**config.mk**
```make
export PLATFORM = sky130hd
export DESIGN_NAME = reg_file_2r1w
export DESIGN_NICKNAME = d
export VERILOG_FILES = /design/src/rtl/reg_file_pkg.sv /design/src/rtl/reg_file_rd_port.sv /design/src/rtl/reg_file_2r1w.sv
export SDC_FILE = /design/constraint.sdc
export NUM_CORES = 1
export LEC_CHECK = 0
export ABC_AREA = 1
export BUFFER_PORTS_ARGS = -buffer_cell sky130_fd_sc_hd__buf_4
export CAP_MARGIN = 20
export CORE_MARGIN = 2
export CORE_UTILIZATION = 52
export CTS_CLUSTER_SIZE = 14
export DETAILED_ROUTE_END_ITERATION = 16
export PLACE_DENSITY = 0.71
export RECOVER_POWER = 25
export SKIP_CTS_REPAIR_TIMING = 1
export SLEW_MARGIN = 10
export SYNTH_ARGS = -nofsm -noshare
export SYNTH_HDL_FRONTEND = slang
export SYNTH_SLANG_ARGS = --single-unit
```
**constraint.sdc**
```tcl
create_clock -name CLK -period 2 [get_ports CLK]
set_clock_uncertainty 0.1 [all_clocks]
set_input_delay 0.2 -clock CLK [delete_from_list [all_inputs] [get_ports CLK]]
set_output_delay 0.2 -clock CLK [all_outputs]
set_load 0.03 [all_outputs]
```
**src/rtl/reg_file_pkg.sv**
```systemverilog
// Shared definitions for the two-read/one-write register file.
//   WIDTH_DEF / DEPTH_DEF / ADDR_DEF : default geometry
//   strb_merge()                     : byte-strobed merge of a stored word with write data
//   params_ok()                      : geometry sanity check used at elaboration
package reg_file_pkg;

  localparam int WIDTH_DEF = 16;
  localparam int DEPTH_DEF = 8;
  localparam int ADDR_DEF  = 3;

  // strb_merge works on a fixed wide word; callers zero-extend into it and
  // truncate the result back to their own WIDTH.
  localparam int MERGE_WIDTH = 256;
  localparam int MERGE_STRB  = MERGE_WIDTH / 8;

  function automatic logic [MERGE_WIDTH-1:0] strb_merge(
    input logic [MERGE_WIDTH-1:0] old_word,
    input logic [MERGE_WIDTH-1:0] new_word,
    input logic [MERGE_STRB-1:0]  strb
  );
    logic [MERGE_WIDTH-1:0] merged;
    merged = old_word;
    for (int i = 0; i < MERGE_STRB; i++) begin
      if (strb[i]) merged[8*i +: 8] = new_word[8*i +: 8];
    end
    return merged;
  endfunction

  function automatic bit params_ok(input int width, input int depth, input int addr);
    return (width > 0) && (width % 8 == 0) && (width <= MERGE_WIDTH) &&
           (depth >= 2) && (addr > 0) && (addr < 31) && (depth <= (1 << addr));
  endfunction

endpackage

```
**src/rtl/reg_file_rd_port.sv**
```systemverilog
// One registered read port of the register file.
//   clk_sys, rst_b        : clock, synchronous active-low reset
//   rd_en, rd_addr        : read request
//   entries               : current storage contents, entry i at [i*WIDTH +: WIDTH]
//   wr_en/addr/data/strb  : the write issued in the same cycle (for bypass)
//   rd_data, rd_valid     : registered result and one-cycle fresh flag
module reg_file_rd_port
  import reg_file_pkg::*;
#(
  parameter int WIDTH    = WIDTH_DEF,
  parameter int DEPTH    = DEPTH_DEF,
  parameter int ADDR     = ADDR_DEF,
  parameter int ZERO_REG = 0
) (
  input  logic                   clk_sys,
  input  logic                   rst_b,
  input  logic                   rd_en,
  input  logic [ADDR-1:0]        rd_addr,
  input  logic [DEPTH*WIDTH-1:0] entries,
  input  logic                   wr_en,
  input  logic [ADDR-1:0]        wr_addr,
  input  logic [WIDTH-1:0]       wr_data,
  input  logic [WIDTH/8-1:0]     wr_strb,
  output logic [WIDTH-1:0]       rd_data,
  output logic                   rd_valid
);

  localparam int ADDR_EXT = ADDR + 1;

  logic             in_range;
  logic             is_zero;
  logic             wr_hit;
  logic [WIDTH-1:0] stored;
  logic [WIDTH-1:0] merged;
  logic [WIDTH-1:0] read_word;

  always_comb begin
    stored = '0;
    for (int i = 0; i < DEPTH; i++) begin
      if (rd_addr == ADDR'(i)) stored = entries[i*WIDTH +: WIDTH];
    end
  end

  // Extra bit keeps the compare meaningful when DEPTH == 2**ADDR.
  assign in_range = {1'b0, rd_addr} < ADDR_EXT'(DEPTH);
  assign is_zero  = (ZERO_REG != 0) && (rd_addr == '0);
  // Out-of-range or zero-entry writes never land; those reads return 0 below anyway.
  assign wr_hit   = wr_en && (wr_addr == rd_addr);
  assign merged   = WIDTH'(strb_merge(MERGE_WIDTH'(stored), MERGE_WIDTH'(wr_data),
                                      MERGE_STRB'(wr_strb)));

  always_comb begin
    read_word = '0;
    if (in_range && !is_zero) read_word = wr_hit ? merged : stored;
  end

  always_ff @(posedge clk_sys) begin
    if (!rst_b) begin
      rd_data  <= '0;
      rd_valid <= 1'b0;
    end else begin
      rd_valid <= rd_en;
      if (rd_en) rd_data <= read_word;
    end
  end

endmodule

```
**src/rtl/reg_file_2r1w.sv**
```systemverilog
// Two-read/one-write register file with byte strobes and write-first bypass.
//   CLK, RST              : clock, synchronous active-low reset
//   WrEn/WrAddr/WrData/WrStrb : byte-strobed write port
//   RdEnA/RdAddrA, RdEnB/RdAddrB : read requests
//   RdDataA/RdValidA, RdDataB/RdValidB : registered read results
module reg_file_2r1w
  import reg_file_pkg::*;
#(
  parameter int WIDTH    = WIDTH_DEF,
  parameter int DEPTH    = DEPTH_DEF,
  parameter int ADDR     = ADDR_DEF,
  parameter int ZERO_REG = 0
) (
  input  logic               CLK,
  input  logic               RST,
  input  logic               WrEn,
  input  logic [ADDR-1:0]    WrAddr,
  input  logic [WIDTH-1:0]   WrData,
  input  logic [WIDTH/8-1:0] WrStrb,
  input  logic               RdEnA,
  input  logic [ADDR-1:0]    RdAddrA,
  input  logic               RdEnB,
  input  logic [ADDR-1:0]    RdAddrB,
  output logic [WIDTH-1:0]   RdDataA,
  output logic               RdValidA,
  output logic [WIDTH-1:0]   RdDataB,
  output logic               RdValidB
);

  if (!params_ok(WIDTH, DEPTH, ADDR)) begin : g_param_check
    $error("reg_file_2r1w: WIDTH must be a multiple of 8 and DEPTH must fit in ADDR bits");
  end

  logic [DEPTH-1:0][WIDTH-1:0] mem;

  // Out-of-range addresses match no entry, so those writes drop naturally.
  always_ff @(posedge CLK) begin
    if (!RST) begin
      mem <= '0;
    end else if (WrEn) begin
      for (int i = 0; i < DEPTH; i++) begin
        if ((WrAddr == ADDR'(i)) && !((ZERO_REG != 0) && (i == 0))) begin
          mem[i] <= WIDTH'(strb_merge(MERGE_WIDTH'(mem[i]), MERGE_WIDTH'(WrData),
                                      MERGE_STRB'(WrStrb)));
        end
      end
    end
  end

  reg_file_rd_port #(
    .WIDTH(WIDTH), .DEPTH(DEPTH), .ADDR(ADDR), .ZERO_REG(ZERO_REG)
  ) u_port_a (
    .clk_sys (CLK),
    .rst_b   (RST),
    .rd_en   (RdEnA),
    .rd_addr (RdAddrA),
    .entries (mem),
    .wr_en   (WrEn),
    .wr_addr (WrAddr),
    .wr_data (WrData),
    .wr_strb (WrStrb),
    .rd_data (RdDataA),
    .rd_valid(RdValidA)
  );

  reg_file_rd_port #(
    .WIDTH(WIDTH), .DEPTH(DEPTH), .ADDR(ADDR), .ZERO_REG(ZERO_REG)
  ) u_port_b (
    .clk_sys (CLK),
    .rst_b   (RST),
    .rd_en   (RdEnB),
    .rd_addr (RdAddrB),
    .entries (mem),
    .wr_en   (WrEn),
    .wr_addr (WrAddr),
    .wr_data (WrData),
    .wr_strb (WrStrb),
    .rd_data (RdDataB),
    .rd_valid(RdValidB)
  );

endmodule
```
Word-level counts from Yosys, hierarchy flattened. Index checks and enable logic that the tools add are counted.

Reduce and logical (&&, ||, !) cells: 21. Multiplexer cells: 22. Equal/unequal tests: 23.

Operators with widths (count): 16-bit two-way mux (18); 3-bit AND reduction (16); 3-bit == test, second input constant (12); 8-bit two-way mux (4); 3-bit by 2-bit == test with 1-bit output, second input constant (6); 3-bit by 1-bit == test with 1-bit output, second input constant (3); 3-bit zero test (3); 3-bit == test (2); 1-bit logical AND (2).

Register bits after elaboration: 162. Output and inout bits: 34. Input port bits: 32.

Depth between registers and ports, before layout.
Word-level depth: 11. Gate-level depth with buffers: 11. Mapped depth without buffers: 9.

Hierarchy. Synthesis repeated with hierarchy kept, for this count alone.

Cell total of the unflattened synthesis: 1663. Area, all modules: 9699.3 um^2.

By module, submodules not included: reg_file_2r1w (area each 5275.1 um^2, cells an instance 757, seq. area each 2562.5 um^2, instances 1); reg_file_rd_port (area each 2212.1 um^2, cells an instance 453, seq. area each 340.3 um^2, instances 2).

Worst setup path before layout. Ideal clock, no wire load.

Kind: input to register. From: in RdAddrA[2]. To: reg u_port_a.rd_data[4]. Setup slack: 531 ps. Required time: 1780 ps. Stages: 10. Path buffers: 3. Arrival: 1250 ps. Cell sequence: buf_4 inv_2 buf_4 nand3_1 buf_2 nor2_1 nor3_1 nand3_1 nand2_1 a21oi_1.

Cells in the longest elaborated chain, start to end: 11. Elaborated cells on any way between the ends: 20.

Ends and longest elaborated chain: from (decl) (line reg_file_2r1w.sv:21) `input logic [ADDR-1:0] RdAddrA,`; 3-bit zero test (line reg_file_rd_port.sv:40) `if (rd_addr == ADDR'(i)) stored = entries[i*WIDTH +: WIDTH];`; 16-bit two-way mux (8 in a row) (line reg_file_rd_port.sv:40); 8-bit two-way mux (line reg_file_pkg.sv:24) `if (strb[i]) merged[8*i +: 8] = new_word[8*i +: 8];`; 16-bit two-way mux (*) (line reg_file_rd_port.sv:54) `if (in_range && !is_zero) read_word = wr_hit ? merged : stored;`; to (signal assigned) (line reg_file_rd_port.sv:63) `if (rd_en) rd_data <= read_word;`; to (decl) (line reg_file_rd_port.sv:24) `output logic [WIDTH-1:0] rd_data,`.

Mark *: on every way between the ends. The rest lies on a longest branch, timed or not. A chain may end at the register's enable or synchronous reset.

Worst setup path in the final report.
From: in RdAddrB[1]. To: reg u_port_b.rd_data[0].

Cells in the longest elaborated chain, start to end: 11. Elaborated cells on any way between the ends: 20.

Ends and longest elaborated chain: from (decl) (line reg_file_2r1w.sv:23) `input logic [ADDR-1:0] RdAddrB,`; 3-bit zero test (line reg_file_rd_port.sv:40); 16-bit two-way mux (8 in a row) (line reg_file_rd_port.sv:40); 8-bit two-way mux (line reg_file_pkg.sv:24); 16-bit two-way mux (*) (line reg_file_rd_port.sv:54); to (signal assigned) (line reg_file_rd_port.sv:63); to (decl) (line reg_file_rd_port.sv:24).

Marked as above.

==> results by group <==
Floorplanning
  – Top Ports: 66
  – Die Ht: 129.7 um
  – Core area: 15310 um2
  – Initial Util: 53.65%
  – DIE WIDTH: 129.7 um
  – # rows: 45
  – Die footprint: 16820 um2

Worst hold path
  – Hold Path Depth: 3
  – Hold wc startpoint: WrData[9]
  – Hold worst-path end: mem[121]
  – Worst min-delay path class: in -> reg

Timing
  – Final setup fails: 0
  – Worst-Margin Slew: 1.059 ns
  – Fin. Hold Viols: 1
  – Period Utilization, post-route: 80.75%
  – RSZ-0062 raised after global routing: no
  – Worst hold margin: -0.004718 ns
  – Worst slew margin: 29.03%
  – FMAX: 619.2 MHz
  – Setup slack after layout: 0.3850 ns
  – Fin crit period: 1.615 ns
  – Pins Over Slew Limit: 0

Logic synthesis
  – Share of the yosys chip area belonging to registers: 39.47%
  – Syn avg cell area: 6.355 um2
  – Mapped Cells: 1293
  – Mapped Nets: 1325
  – Yosys reg bits: 162
  – Synth Cell Area: 8217 um2
  – Library cells used by synthesis: 21
  – Syn. warnings: 0

Routing
  – Final WL: 26020 um
  – Vias: 8681
  – Number of routed nets with antenna violations: 0
  – DR iter-0 viols: 869
  – First drt pass iteration count: 6
  – DRC viols: 0
  – DR WL/cell: 16.48 um
  – Drt via density: 5.498

Placed design
  – HPWL Detailed: 18110 um
  – Gpl congestion: 0.9098
  – I/O Buffers: 65
  – Worst slack at placement: -0.01126 ns

Cells and area
  – Leading cell types in the layout, fill and taps excluded: 231 x nor2_1, 213 x o21ai_0, 199 x nand2_1
  – Diodes inserted: 0
  – Area growth, synth to finish: 17.69%
  – Most common cell after layout, fill and taps aside: nor2_1
  – Fin nets: 1388
  – Fill cells: 1409
  – Share of post-route cells with drive strength above 1: 11.99%

Critical path
  – Flop2flop setup slack: 0.64 ns
  – Critical path class: in -> reg
  – Launching point of the worst reg2reg path: mem[48]
  – R2R depth: 6
  – CP max FO: 13
  – WP data required: 2.27 ns
  – Reg2reg end: u_port_b.rd_data[0]
  – CP max-delay cell: nand2_1
  – CP Cell Sequence: buf_4, buf_4, inv_1, o22ai_1, nor2_1, nand2_1, o21ai_0, inv_1, a21oi_1
  – Max incr delay on CP: 0.36 ns
  – WP data arrival: 1.88 ns
  – CP endpoint kind: flip-flop
  – Startpoint class of the critical path: primary input

Outcome
  – Outcome: finished with violations
  – Failing checks: negative hold slack

Job
  – Total of max-cap violations: 0

Clocking
  – CTS root buf: clkbuf_16
  – H-tree depth: 4
  – TritonCTS sink count: 162
  – Num CTS Buffers: 17
  – CTS tree: done
  – Worst skew pair latency: 0.43 ns
  – Worst-path clk slew: 0.07 ns
  – Clock tree buffer depth: 2

Global routing
  – Vias in the first global route: 7954
  – Congestion Overflow GR: 0
  – Tot GR Track Use: 31.47%
  – Largest net degree at the start of global routing: 51
  – Global-route wire length before repair: 41060 um
  – Initial antenna violation count: 0

Pwr
  – Total power: 7.589 mW
  – Power Dens Cells: 784.7 nW/um2
  – Lkg Pwr: 4.203 nW
  – Max rail drop VDD: 0.6342 mV
-- synthesized netlist by cell type --
cell type	count	share of area, %
nor2_2	1	0.076
a21oi_2	2	0.21
dfxtp_1	162	39
inv_2	5	0.23
o21ai_0	213	13
nand4_1	21	1.6
inv_1	145	6.6
buf_2	25	1.5
nor3_1	30	1.8
buf_6	2	0.27
a21oi_1	120	7.3
buf_1	17	0.78
clkinv_1	1	0.046
nand2_1	199	9.1
nor3_4	1	0.20
nor2_1	231	11
clkbuf_1	30	1.4
nand3_1	76	4.6
nor3_2	5	0.61
buf_4	5	0.46
o22ai_1	2	0.15
-- critical path, delay by kind of cell --
kind	cells	cell delay (ns)
and+or+nand+nor	2	0.60
buffers and inverters	4	0.54
AOI/OAI and AO/OA	3	0.54
-- through the flow --
stage                     util (%)   TNS (ns)  cell area [um2]  std cells
after CTS                    63.19          0             9677       1579
after detailed placement     59.37   -0.01126             9092       1548
final                        63.15          0             9671       1579
after global placement       59.37  -0.002854             9092       1548
after global routing         63.15          0             9671       1579
after floorplan                  -          0             8217       1293
-- where the power goes --
group          internal, mW  switching [mW]  total (mW)
clock                  1.98            1.34        3.32
combinational         0.290           0.595       0.885
sequential             3.33          0.0574        3.38
total                  5.60            1.99        7.59
-- layout make-up --
class                           count  area (um2)  share of cell area [%]
Tap cell                          211       264.0                   2.730
Sequential cell                   162        3243                   33.54
Clock inverter                     10       133.9                   1.384
Clock buffer                       21       450.4                   4.658
Timing Repair Buffer              123       967.2                   10.00
Inverter                          151       566.8                   5.861
Multi-Input combinational cell    901        4045                   41.83
-- metal layers --
metal	GRT usage, %	wire length, um	part of all wire [%]	up-vias
met3	4.469	1728	6.6	85
met4	16.82	1212	4.7	0
met5	0	0	0	-
met2	51.96	12430	48	374
met1	39.98	10650	41	3918
li1	-	-	-	4304
-- state kept, by name, indices dropped and copies added, names as in the netlist --
register / flops
u_port_b.rd_data: 16
u_port_a.rd_data: 16
mem: 128
u_port_a.rd_valid: 1
u_port_b.rd_valid: 1
-- cells by family (layout without fill, tap and decap cells) --
group,Yosys count,count (layout),share of synthesized area (%)
buffers and inverters,230,305,11.30
AOI/OAI and AO/OA,337,337,20.65
and+or+nand+nor,564,564,28.58
DFF,162,162,39.47
-- worst max path at each step --
stage,start,endpoint,depth (start not counted)
6_report,RdAddrB[1],u_port_b.rd_data[0],9
5_1_grt,RdAddrB[2],u_port_b.rd_data[4],9
4_1_cts,RdAddrB[2],u_port_b.rd_data[4],9
3_5_place_dp,RdAddrB[2],u_port_b.rd_data[4],9
3_3_place_gp,RdAddrA[2],u_port_a.rd_data[6],10
2_1_floorplan,RdAddrA[2],u_port_a.rd_data[4],10
Power figures use the tool's default switching activity.
